[config.mk]
export PLATFORM = sky130hd
export DESIGN_NAME = crypto_xperm_iter
export DESIGN_NICKNAME = d
export VERILOG_FILES = /design/src/rtl/crypto_xperm_iter.sv
export SDC_FILE = /design/constraint.sdc
export NUM_CORES = 1
export LEC_CHECK = 0
export CORE_UTILIZATION = 54
export CTS_BUF_LIST = sky130_fd_sc_hd__clkbuf_4
export DETAILED_ROUTE_END_ITERATION = 10
export GPL_TIMING_DRIVEN = 0
export HOLD_SLACK_MARGIN = 0.15
export PLACE_DENSITY = 0.93
export SYNTH_ARGS = -nofsm -noshare
export SYNTH_HDL_FRONTEND = slang
export SYNTH_SLANG_ARGS = --single-unit
[constraint.sdc]
create_clock -name clk_i -period 16.39 [get_ports clk_i]
set_input_delay 3.278 -clock clk_i [delete_from_list [all_inputs] [get_ports clk_i]]
set_output_delay 3.278 -clock clk_i [all_outputs]
set_load 0.03 [all_outputs]
[src/rtl/crypto_xperm_iter.sv]
// Iterative Zbkx crossbar permutation (xperm4 / xperm8).
// Each BUSY cycle permutes one CHUNK_BITS slice of the captured index vector
// against the full captured lookup table. The result is held in DONE until
// the consumer takes it.
module crypto_xperm_iter #(
    parameter int XLEN          = 64,
    parameter int CHUNK_BITS    = 16,
    parameter int TRANS_ID_BITS = 3
) (
    input  logic                     clk_i,
    input  logic                     rst_ni,
    input  logic                     flush_i,
    input  logic                     valid_i,
    output logic                     ready_o,
    input  logic                     op_i,
    input  logic [XLEN-1:0]          rs1_i,
    input  logic [XLEN-1:0]          rs2_i,
    input  logic [TRANS_ID_BITS-1:0] trans_id_i,
    output logic                     valid_o,
    input  logic                     ready_i,
    output logic [XLEN-1:0]          result_o,
    output logic [TRANS_ID_BITS-1:0] trans_id_o
);

    localparam int N     = XLEN / CHUNK_BITS;
    localparam int CNT_W = (N > 1) ? $clog2(N) : 1;
    localparam logic [CNT_W-1:0] CNT_LAST = CNT_W'(N - 1);

    typedef enum logic [1:0] {
        IDLE = 2'd0,
        BUSY = 2'd1,
        DONE = 2'd2
    } state_e;

    state_e                   state_q, state_d;
    logic                     accept;
    logic                     chunk_last;
    logic [CNT_W-1:0]         cnt_q;
    logic [XLEN-1:0]          rs1_q;
    logic [XLEN-1:0]          rs2_q;
    logic                     op_q;
    logic [XLEN-1:0]          result_q;
    logic [TRANS_ID_BITS-1:0] tid_q;
    logic [CHUNK_BITS-1:0]    chunk_idx;
    logic [CHUNK_BITS-1:0]    chunk_res;
    logic [XLEN-1:0]          chunk_ext;

    // Byte lookup; indices past the table return zero rather than wrapping.
    function automatic logic [7:0] lut8(input logic [XLEN-1:0] lut, input logic [7:0] idx);
        if (int'(idx) >= XLEN / 8) return 8'h00;
        return lut[int'(idx) * 8 +: 8];
    endfunction

    // Nibble lookup; indices past the table return zero rather than wrapping.
    function automatic logic [3:0] lut4(input logic [XLEN-1:0] lut, input logic [3:0] idx);
        if (int'(idx) >= XLEN / 4) return 4'h0;
        return lut[int'(idx) * 4 +: 4];
    endfunction

    // Permute the current slice of rs2 against the whole captured rs1.
    always_comb begin
        chunk_idx = rs2_q[int'(cnt_q) * CHUNK_BITS +: CHUNK_BITS];
        chunk_res = '0;
        if (op_q) begin
            for (int e = 0; e < CHUNK_BITS / 8; e++) begin
                chunk_res[e*8 +: 8] = lut8(rs1_q, chunk_idx[e*8 +: 8]);
            end
        end else begin
            for (int e = 0; e < CHUNK_BITS / 4; e++) begin
                chunk_res[e*4 +: 4] = lut4(rs1_q, chunk_idx[e*4 +: 4]);
            end
        end
        chunk_ext = '0;
        chunk_ext[CHUNK_BITS-1:0] = chunk_res;
    end

    // Next state and handshake outputs; flush overrides any acceptance.
    always_comb begin
        state_d    = state_q;
        ready_o    = 1'b0;
        valid_o    = 1'b0;
        chunk_last = (cnt_q == CNT_LAST);
        case (state_q)
            IDLE: ready_o = 1'b1;
            BUSY: if (chunk_last) state_d = DONE;
            DONE: begin
                valid_o = 1'b1;
                ready_o = ready_i;
                if (ready_i) state_d = IDLE;
            end
            default: state_d = IDLE;
        endcase
        accept = valid_i & ready_o & ~flush_i;
        if (accept) state_d = BUSY;
        if (flush_i) state_d = IDLE;
    end

    // State register.
    always_ff @(posedge clk_i) begin
        if (!rst_ni) state_q <= IDLE;
        else         state_q <= state_d;
    end

    // Chunk counter, accumulated result and returned tag.
    always_ff @(posedge clk_i) begin
        if (!rst_ni) begin
            cnt_q    <= '0;
            result_q <= '0;
            tid_q    <= '0;
        end else if (flush_i) begin
            cnt_q <= '0;
        end else if (accept) begin
            cnt_q    <= '0;
            result_q <= '0;
            tid_q    <= trans_id_i;
        end else if (state_q == BUSY) begin
            result_q <= result_q | (chunk_ext << (int'(cnt_q) * CHUNK_BITS));
            cnt_q    <= chunk_last ? '0 : cnt_q + 1'b1;
        end
    end

    // Operand capture; inputs are ignored once the request is taken.
    always_ff @(posedge clk_i) begin
        if (accept) begin
            rs1_q <= rs1_i;
            rs2_q <= rs2_i;
            op_q  <= op_i;
        end
    end

    assign result_o   = result_q;
    assign trans_id_o = tid_q;

endmodule

==> summary.txt <==
GRT
  – Global-route wire length before repair: 52,180 um
  – GRT Util Overall: 34.77%
  – Initial antenna violation count: 1
  – Number of global-route vias before repair: a little over 9k
  – Pin count of the biggest net entering global routing: 20
  – GRT Residual Overflow: 0

Placed design
  – Dpl cell area: between 10,000 and 15,000 um^2
  – DP HPWL: 25,620 um
  – GP Congestion: 1.039
  – PortBufs: 205

CTS
  – CTS tree: done
  – Clock root cell: clkbuf_4
  – Clock Tree Buf Depth: 2
  – H-tree depth: 4
  – Resized Gates After CTS: 0
  – Sink Count: 200
  – Post-CTS setup repair buffer count: 0
  – Hold-fix buffers at CTS: 0
  – Clk Latency, worst-skew pair: 610 ps
  – Worst-path clk slew: 170 ps
  – Cts bufs inserted: 17

Setup path
  – Startpoint Class: input pin
  – Crit-path max FO: 3
  – Crit path arrival time: 4760 ps
  – CP required: 13,110 ps
  – CP endpoint kind: primary output
  – Crit Path Class: in2out
  – Reg2Reg Setup Slack: 12,770 ps

Synth
  – Mapped Nets: approximately 1.1k
  – Asr flop ratio synth: 0%
  – Avg Synthesized Cell Area: 11.68 um^2
  – Mapped cell area: ~11,000 um^2
  – Yosys cell types: 66
  – Cell count after synthesis: 924
  – Sequential fraction of the synthesis area: 49.05%
  – FF+latch count, synth: 200
  – Number of synthesized flops with an enable pin: 129
  – Synth warn: 0
  – Most used DFF post-synth: edfxtp_1

Drt
  – Via count: ~9k
  – DRT Wirelength: 34,610 um
  – Routed WL per cell: 24.10 um
  – Pre-antenna DRT Iters: 6
  – Vias/cell: 6.419
  – Antenna viol nets, final: 0
  – Detailed Route Iter0 Violations: 1,001
  – DR DRC count: 0

Die
  – Core area: 19,530 um^2
  – Row count: between 50 and 60
  – Area of the die: 20,560 um^2
  – Die Height: around 140 um
  – Die Wd: 143.4 um
  – Starting Density: 55.29%
  – # IOs: between 200 and 250

STA
  – Pins over their slew limit: 0
  – Final Critical Period: between 8000 and 9000 ps
  – RSZ-0062 raised after global routing: no
  – Fin Setup TNS: 0 ps
  – Slew HR: 27.88%
  – Clk_skew: 28.31 ps
  – Final Hold Vio Count: 0
  – FMAX: 124.4 MHz
  – Final setup vio count: 0
  – Worst-Margin Slew: 1082 ps
  – Final period utilization: 49.05%
  – Hold WS: 485.7 ps

Power
  – Maximum vdd drop: 0.00007658 V
  – P per Cell Area: ~74 nW/um^2
  – Total Power: ~1000 uW
  – Leakage: 5.009 nW

Run
  – Max cap viols: 0

Final layout
  – Commonest non-fill, non-tap cell in the layout: clkdlybuf4s50_1
  – Commonest non-fill, non-tap cells in the layout: 205 x clkdlybuf4s50_1, 152 x mux2i_1, 129 x edfxtp_1
  – Register area: ~5300 um^2
  – Fin area: 13,590 um^2
  – Fillers: about 1.5k
  – Layout area overhead: 25.85%
  – Fin nets: roughly 1.3k
  – Share of cells above drive strength 1: roughly an eighth
  – Area of the multi-input gates: 5017 um^2

Min path
  – Worst hold path class: reg2reg

Run status
  – Status: finished, final reports clean
## cell families (layout without fill, tap and decap cells)
| family | Yosys count | count (layout) | synth area share, % |
|---|---|---|---|
| AOI/OAI and AO/OA | 236 | 236 | 15.67 |
| muxes | 207 | 207 | 21.78 |
| DFF | 200 | 200 | 49.05 |
| and+or+nand+nor | 181 | 181 | 8.797 |
| buffers and inverters | 99 | 345 | 4.590 |
| adders and majority gates | 1 | 1 | 0.1159 |
| other | 0 | 1 | 0 |
## cell type report
class,instances,area share (%)
plain buffers,61,2.597
inverters,38,1.050
flip-flops and latches,200,38.98
diodes,1,0.01842
well taps,265,2.441
multi-input cells,625,36.93
clock buffers,18,0.9947
repair buffers,214,15.85
clock inverters,14,1.142
## final timing paths
| path | start | end | cells after the start |
|---|---|---|---|
| setup / recovery | ready_i | ready_o | 4 |
| hold / removal | result_o[40] | result_o[40] | 2 |
| setup reg to reg | cnt_q[1] | result_o[33] | 9 |
| hold reg to reg | result_o[40] | result_o[40] | 2 |
## synthesized netlist by cell type (all sizes together) (6+ instances only)
library cell,n,share of area [%]
mux2i,152,14
edfxtp,129,36
dfxtp,71,13
nand2,60,2.1
o21ai,41,1.9
inv,38,1.3
mux2,37,3.9
buf,34,2.3
nor2,30,1.0
a31oi,29,1.7
a21oi,27,1.3
clkbuf,27,0.94
o211ai,21,1.6
mux4,18,3.8
nand2b,18,1.0
o22ai,18,1.2
a22oi,16,1.2
nor2b,16,0.93
o21a,16,1.1
nor3,12,0.56
o31a,12,0.97
a211oi,11,0.76
and2,10,0.58
and3,10,0.58
a221o,8,0.74
o221a,8,0.83
a32oi,7,0.57
nand3,7,0.37
or2,6,0.37
## metrics by stage
stage	worst slack [ps]	cells	utilization, %
detailed placement	8362	1403	68.08
global placement	676.5	1394	67.49
global route	8282	1436	69.58
finish	8351	1436	69.58
floorplan	3938	924	-
CTS	8347	1435	69.56
## power breakdown
group / leakage (nW) / internal, mW / total (mW) / switching [mW]
Combinational: 3.08 / 0.0775 / 0.163 / 0.0854
Clock: 0.155 / 0.0836 / 0.266 / 0.182
Sequential: 1.78 / 0.555 / 0.571 / 0.0161
## layer usage
layer | part of all wire, % | routed length, um | global-route usage (%)
met2 | 48 | 16540 | 57.31
met3 | 10 | 3449 | 8.064
met1 | 38 | 13130 | 42.79
met5 | 0 | 0 | 0
met4 | 4.3 | 1486 | 17.53
## worst max-delay path, cell delays in order
cell             delay (ps)
clkdlybuf4s50_1         480
inv_1                   100
a21oi_1                 190
clkdlybuf4s50_1         700
## flip-flops by register name, summed over array words and instances (netlist names)
| register | flops |
|---|---|
| cnt_q | 2 |
| rs1_q | 64 |
| trans_id_o | 3 |
| state_q | 2 |
| rs2_q | 64 |
| result_o | 64 |
| op_q | 1 |
(Power assumes the default switching activity.)
